$ cat src/rtl/serdesphy_pll_pkg.sv
`default_nettype none
// ---------------------------------------------------------------------------
// serdesphy_pll_pkg : shared types and defaults for the TX PLL sequencer
// Revision: 1.0
// ---------------------------------------------------------------------------
package serdesphy_pll_pkg;

  typedef enum logic [2:0] {
    ST_IDLE      = 3'd0,
    ST_RESET     = 3'd1,
    ST_WAIT_LOCK = 3'd2,
    ST_STABLE    = 3'd3,
    ST_READY     = 3'd4,
    ST_FAIL      = 3'd5,
    ST_BYPASS    = 3'd6
  } pll_state_t;

  localparam int unsigned RST_CYCLES_DEF    = 16;
  localparam int unsigned LOCK_TIMEOUT_DEF  = 512;
  localparam int unsigned STABLE_CYCLES_DEF = 64;
  localparam int unsigned MAX_RETRY_DEF     = 3;

  localparam int unsigned TRIM_W    = 4;
  localparam int unsigned CP_W      = 2;
  localparam int unsigned RETRY_W   = 2;
  localparam int unsigned LOL_CNT_W = 4;

  // Never returns zero so the timer stays a legal vector for tiny parameters.
  function automatic int unsigned timer_width(input int unsigned a,
                                              input int unsigned b,
                                              input int unsigned c);
    int unsigned m;
    m = a;
    if (b > m) m = b;
    if (c > m) m = c;
    return (m <= 2) ? 1 : $clog2(m);
  endfunction

endpackage
`default_nettype wire

$ cat src/rtl/serdesphy_pll_ctrl.sv
`default_nettype none
// ---------------------------------------------------------------------------
// serdesphy_pll_ctrl : power-up, lock qualification and retry sequencer for the TX PLL
// Revision: 1.0
// ---------------------------------------------------------------------------
module serdesphy_pll_ctrl
  import serdesphy_pll_pkg::*;
#(
  parameter int unsigned RST_CYCLES    = RST_CYCLES_DEF,
  parameter int unsigned LOCK_TIMEOUT  = LOCK_TIMEOUT_DEF,
  parameter int unsigned STABLE_CYCLES = STABLE_CYCLES_DEF,
  parameter int unsigned MAX_RETRY     = MAX_RETRY_DEF
) (
  input  logic                 clk_ref_24m,
  input  logic                 rst_n,
  input  logic                 cfg_pll_en,
  input  logic                 cfg_bypass,
  input  logic [TRIM_W-1:0]    cfg_trim_init,
  input  logic [CP_W-1:0]      cfg_cp_current,
  input  logic                 lol_clr,
  input  logic                 pll_lock,
  output logic                 pll_enable,
  output logic                 pll_rst,
  output logic                 pll_bypass,
  output logic [TRIM_W-1:0]    vco_trim,
  output logic [CP_W-1:0]      cp_current,
  output logic                 pll_ready,
  output logic                 pll_fail,
  output logic                 lol_sticky,
  output logic [LOL_CNT_W-1:0] lol_cnt,
  output logic [RETRY_W-1:0]   retry_cnt,
  output logic [2:0]           state
);

  localparam int unsigned TIMER_W = timer_width(RST_CYCLES, LOCK_TIMEOUT, STABLE_CYCLES);
  localparam logic [TIMER_W-1:0]   RST_LAST    = TIMER_W'(RST_CYCLES - 1);
  localparam logic [TIMER_W-1:0]   LOCK_LAST   = TIMER_W'(LOCK_TIMEOUT - 1);
  localparam logic [TIMER_W-1:0]   STABLE_LAST = TIMER_W'(STABLE_CYCLES - 1);
  localparam logic [RETRY_W-1:0]   RETRY_MAX   = RETRY_W'(MAX_RETRY);
  localparam logic [LOL_CNT_W-1:0] LOL_SAT     = '1;

  pll_state_t           r_state;
  logic [TIMER_W-1:0]   r_timer;
  logic [RETRY_W-1:0]   r_retry_cnt;
  logic [TRIM_W-1:0]    r_vco_trim;
  logic [CP_W-1:0]      r_cp_current;
  logic                 r_lol_sticky;
  logic [LOL_CNT_W-1:0] r_lol_cnt;
  logic                 r_pll_enable;
  logic                 r_pll_rst;
  logic                 r_pll_bypass;
  logic                 r_pll_ready;
  logic                 r_pll_fail;

  pll_state_t           w_state_nxt;
  logic [TIMER_W-1:0]   w_timer_nxt;
  logic [RETRY_W-1:0]   w_retry_nxt;
  logic [TRIM_W-1:0]    w_trim_nxt;
  logic [CP_W-1:0]      w_cp_nxt;
  logic                 w_lol_set;
  logic                 w_sticky_nxt;
  logic [LOL_CNT_W-1:0] w_lol_cnt_nxt;
  logic                 w_timed;
  logic                 w_enable_nxt;
  logic                 w_rst_nxt;
  logic                 w_bypass_nxt;
  logic                 w_ready_nxt;
  logic                 w_fail_nxt;

  always_comb begin
    w_state_nxt = r_state;
    w_retry_nxt = r_retry_cnt;
    w_trim_nxt  = r_vco_trim;
    w_cp_nxt    = r_cp_current;
    w_lol_set   = 1'b0;

    if (!cfg_pll_en) begin
      w_state_nxt = ST_IDLE;
    end else if (r_state != ST_BYPASS && cfg_bypass) begin
      w_state_nxt = ST_BYPASS;
    end else begin
      case (r_state)
        ST_IDLE: begin
          w_state_nxt = ST_RESET;
          w_retry_nxt = '0;
          w_trim_nxt  = cfg_trim_init;
          w_cp_nxt    = cfg_cp_current;
        end
        ST_RESET: begin
          if (r_timer == RST_LAST) w_state_nxt = ST_WAIT_LOCK;
        end
        ST_WAIT_LOCK: begin
          // A lock seen on the timeout cycle still counts as a lock.
          if (pll_lock) begin
            w_state_nxt = ST_STABLE;
          end else if (r_timer == LOCK_LAST) begin
            if (r_retry_cnt < RETRY_MAX) begin
              w_state_nxt = ST_RESET;
              w_retry_nxt = r_retry_cnt + 1'b1;
              w_trim_nxt  = r_vco_trim + 1'b1;
            end else begin
              w_state_nxt = ST_FAIL;
            end
          end
        end
        ST_STABLE: begin
          if (!pll_lock)                 w_state_nxt = ST_WAIT_LOCK;
          else if (r_timer == STABLE_LAST) w_state_nxt = ST_READY;
        end
        ST_READY: begin
          if (!pll_lock) begin
            w_state_nxt = ST_RESET;
            w_retry_nxt = '0;
            w_lol_set   = 1'b1;
          end
        end
        ST_FAIL:   w_state_nxt = ST_FAIL;
        ST_BYPASS: begin
          if (!cfg_bypass) w_state_nxt = ST_IDLE;
        end
        default:   w_state_nxt = ST_IDLE;
      endcase
    end

    w_timed = (r_state == ST_RESET) || (r_state == ST_WAIT_LOCK) || (r_state == ST_STABLE);
    if (w_state_nxt != r_state || !w_timed) w_timer_nxt = '0;
    else                                    w_timer_nxt = r_timer + 1'b1;

    w_sticky_nxt  = w_lol_set | (r_lol_sticky & ~lol_clr);
    w_lol_cnt_nxt = (w_lol_set && r_lol_cnt != LOL_SAT) ? r_lol_cnt + 1'b1 : r_lol_cnt;

    // Controls are decoded from the next state so they change together with it.
    w_enable_nxt = 1'b0;
    w_rst_nxt    = 1'b1;
    w_bypass_nxt = 1'b0;
    w_ready_nxt  = 1'b0;
    w_fail_nxt   = 1'b0;
    case (w_state_nxt)
      ST_RESET:     w_enable_nxt = 1'b1;
      ST_WAIT_LOCK,
      ST_STABLE: begin
        w_enable_nxt = 1'b1;
        w_rst_nxt    = 1'b0;
      end
      ST_READY: begin
        w_enable_nxt = 1'b1;
        w_rst_nxt    = 1'b0;
        w_ready_nxt  = 1'b1;
      end
      ST_FAIL:      w_fail_nxt = 1'b1;
      ST_BYPASS: begin
        w_bypass_nxt = 1'b1;
        w_ready_nxt  = 1'b1;
      end
      default: ;
    endcase
  end

  always_ff @(posedge clk_ref_24m or negedge rst_n) begin
    if (!rst_n) begin
      r_state      <= ST_IDLE;
      r_timer      <= '0;
      r_retry_cnt  <= '0;
      r_vco_trim   <= '0;
      r_cp_current <= '0;
      r_lol_sticky <= 1'b0;
      r_lol_cnt    <= '0;
      r_pll_enable <= 1'b0;
      r_pll_rst    <= 1'b1;
      r_pll_bypass <= 1'b0;
      r_pll_ready  <= 1'b0;
      r_pll_fail   <= 1'b0;
    end else begin
      r_state      <= w_state_nxt;
      r_timer      <= w_timer_nxt;
      r_retry_cnt  <= w_retry_nxt;
      r_vco_trim   <= w_trim_nxt;
      r_cp_current <= w_cp_nxt;
      r_lol_sticky <= w_sticky_nxt;
      r_lol_cnt    <= w_lol_cnt_nxt;
      r_pll_enable <= w_enable_nxt;
      r_pll_rst    <= w_rst_nxt;
      r_pll_bypass <= w_bypass_nxt;
      r_pll_ready  <= w_ready_nxt;
      r_pll_fail   <= w_fail_nxt;
    end
  end

  assign pll_enable = r_pll_enable;
  assign pll_rst    = r_pll_rst;
  assign pll_bypass = r_pll_bypass;
  assign vco_trim   = r_vco_trim;
  assign cp_current = r_cp_current;
  assign pll_ready  = r_pll_ready;
  assign pll_fail   = r_pll_fail;
  assign lol_sticky = r_lol_sticky;
  assign lol_cnt    = r_lol_cnt;
  assign retry_cnt  = r_retry_cnt;
  assign state      = r_state;

endmodule
`default_nettype wire

$ cat config.mk
export PLATFORM = sky130hd
export DESIGN_NAME = serdesphy_pll_ctrl
export DESIGN_NICKNAME = d
export VERILOG_FILES = /design/src/rtl/serdesphy_pll_pkg.sv /design/src/rtl/serdesphy_pll_ctrl.sv
export SDC_FILE = /design/constraint.sdc
export NUM_CORES = 1
export LEC_CHECK = 0
export CORE_ASPECT_RATIO = 0.8
export CORE_MARGIN = 8
export CORE_UTILIZATION = 40
export CTS_CLUSTER_DIAMETER = 30
export CTS_CLUSTER_SIZE = 14
export DETAILED_ROUTE_END_ITERATION = 8
export PLACE_DENSITY_LB_ADDON = 0.08
export SLEW_MARGIN = 10
export SYNTH_ARGS = -nofsm -noshare
export SYNTH_HDL_FRONTEND = slang
export SYNTH_SLANG_ARGS = --single-unit
$ cat constraint.sdc
create_clock -name clk_ref_24m -period 4.8 [get_ports clk_ref_24m]
set_input_delay 0.72 -clock clk_ref_24m [delete_from_list [all_inputs] [get_ports clk_ref_24m]]
set_output_delay 0.72 -clock clk_ref_24m [all_outputs]
set_load 0.005 [all_outputs]
==> flow_metrics.env <==
export IMPL_maxSlewHeadroom_pct=39.86
export IMPL_hold_class="flip-flop to flip-flop"
export IMPL_vdd_drop_max_mv=0.1612
export IMPL_post_drt_wl_per_cell_um=14.46
export IMPL_wl_um=3715
export IMPL_core_area_mm2=0.004099
export IMPL_yosysSeqAreaShare_pct=44.95
export IMPL_clkTransAtPathRegs_ps=70
export IMPL_required_ps=4960
export IMPL_clock_latency_ps=270
export IMPL_ctsHoldBuffers=0
export IMPL_finalSetupViolCount=0
export IMPL_synth_edff_count=0
export IMPL_numCtsBuffers=5
export IMPL_cts_resized=0
export IMPL_syn_area_mm2=0.001673
export IMPL_fmax_ghz=0.3237
export IMPL_place_congestion=0.8244
export IMPL_cts_buffer_depth=2
export IMPL_worst_path_max_fanout=8
export IMPL_drive_gt1_share_pct=9.500
export IMPL_netlist_instances=165
export IMPL_yosysWarnings=0
export IMPL_die_h_um=73.84
export IMPL_numPortBuffers=32
export IMPL_maxCapViolCount=0
export IMPL_cp_start_kind="flip-flop"
export IMPL_die_area_mm2=0.006520
export IMPL_grt_pass1_wl_um=6175
export IMPL_finClkSkew_ps=6.215
export IMPL_drtAntennaViolNets=0
export IMPL_critical_path_class="flip-flop to flip-flop"
export IMPL_synthFlopType="dfrtp_1"
export IMPL_final_cell_mix="clkdlybuf4s50_1, dfrtp_1, inv_1, a211oi_1"
export IMPL_gr_total_overflow=0
export IMPL_worst_slew_pin_slew_ps=900.4
export IMPL_grt_max_degree=31
export IMPL_ys_ff_latch=30
export IMPL_pwr_density_cell_mw_per_mm2=364.8
export IMPL_tns_ps=0
export IMPL_synth_async_reset_ratio_pct=100.0
export IMPL_num_rows=21
export IMPL_leakage_nw=0.8940
export IMPL_fin_hold_ws_ps=476.9
export IMPL_cp_arrival_ps=3250
export IMPL_cts_tree="done"
export IMPL_cts_root_buffer="clkbuf_8"
export IMPL_nets=216
export IMPL_firstDrtPassIters=4
export IMPL_synth_distinct_cells=52
export IMPL_end_kind="flip-flop"
export IMPL_status="finished clean"
export IMPL_initial_core_util_pct=40.81
export IMPL_drc=0
export IMPL_drtIter0Drc=145
export IMPL_period_needed_ps=3089
export IMPL_h_tree_depth=2
export IMPL_grt_total_usage_pct=12.20
export IMPL_pin_count=33
export IMPL_dpl_hpwl_um=2694
export IMPL_synth_net_count=182
export IMPL_final_max_slew_viol_count=0
export IMPL_die_width_um=88.30
export IMPL_clock_sinks=30
export IMPL_finalCritPeriodShare_pct=64.36
export IMPL_hold_viol_final=0
export IMPL_reg2reg_setup_slack_ps=1710
export IMPL_rsz0062_at_grt="false"
export IMPL_grt_pass1_vias=1281
export IMPL_via_per_inst=5.327
export IMPL_antenna_cells=0
export IMPL_area_delta_synth_final_pct=28.80
export IMPL_synth_avg_cell_area_um2=10.14
export IMPL_antenna_found_initial=0
export IMPL_final_common_cell="clkdlybuf4s50_1"
export IMPL_vias=1369
export IMPL_post_cts_setup_buffers=0
[critical path, cell delays in order (launching register included)]
cell and delay (ps):
dfrtp_1 370, ha_1 200, nand3_1 220, nor2_1 220
and3_1 170, ha_1 220, or3b_1 400, a2111oi_2 860
o21ai_1 150, nand2_1 100, o21ai_1 60
[power by group]
part	total [mW]	switching (mW)	internal, mW
sequential	0.340	0.0461	0.293
combinational	0.201	0.0763	0.124
clock	0.246	0.0934	0.152
[cell families after synthesis]
kind of cell,after synthesis,synth area share [%]
DFF,30,44.95
buffers and inverters,16,4.039
adders and majority gates,5,3.740
xor gates and xnor gates,10,5.235
and+or+nand+nor,57,20.42
AOI/OAI and AO/OA,41,17.73
muxes,6,3.889
[per-stage QoR]
stage	util, %	worst slack [ps]	power, mW	cell area, um^2	instances
CTS	52.56	1724	0.7988	2155	257
detailed placement	49.91	1733	0.5479	2046	249
global route	52.56	1461	0.8362	2155	257
floorplan	-	2193	0.4275	1673	165
global placement	49.91	1768	0.5426	2046	249
finish	52.56	1711	0.7860	2155	257
[final timing paths]
path | startpoint | endpoint | cells after the start
min reg2reg | r_timer[0] | r_timer[0] | 1
max | r_timer[0] | vco_trim[0] | 10
max reg2reg | r_timer[0] | vco_trim[0] | 10
min | r_timer[0] | r_timer[0] | 1
max in group asynchronous | rst_n | pll_rst | 2
min in group asynchronous | rst_n | state[1] | 2
[synthesized netlist by cell type (all sizes together), types with 2 or more instances]
cell / instances / area share (%)
dfrtp: 29 / 43
o21ai: 12 / 3.8
a211oi: 9 / 4.0
inv: 9 / 2.0
nand2: 8 / 1.8
nand3: 8 / 2.4
a21oi: 7 / 2.1
nand2b: 6 / 2.2
nor2: 6 / 1.3
xnor2: 6 / 3.1
clkbuf: 5 / 1.1
ha: 5 / 3.7
and3: 4 / 1.5
mux2: 4 / 2.7
nor2b: 4 / 1.5
xor2: 4 / 2.1
or2: 3 / 1.1
a2111oi: 2 / 1.4
a31oi: 2 / 0.75
and2: 2 / 0.75
buf: 2 / 0.90
mux2i: 2 / 1.2
nor4: 2 / 0.75
o311ai: 2 / 1.0
or3b: 2 / 1.0
or4: 2 / 1.1
[final cells by class]
class,count,area (um^2)
Sequential cell,30,752.0
Tap cell,57,71.32
Timing Repair Buffer,34,335.3
Clock buffer,5,68.82
Fill cell,388,1944
Clock inverter,3,40.04
Inverter,9,33.78
Multi-Input combinational cell,119,853.3
[metal layers]
metal	routed length (um)	share of wire, %	vias up	track usage (%)
li1	-	-	665	-
met1	1766	48	650	15.94
met2	1634	44	49	18.11
met3	289	7.8	5	4.134
met4	25	0.67	0	4.299
met5	0	0	-	0
[sequential cells by signal (all words and copies together), names as in the netlist, 2 cells and up]
name / count
vco_trim: 4
r_timer: 9
retry_cnt: 2
lol_cnt: 4
cp_current: 2
state: 3
Note: power is estimated with default switching activity, not from simulation.
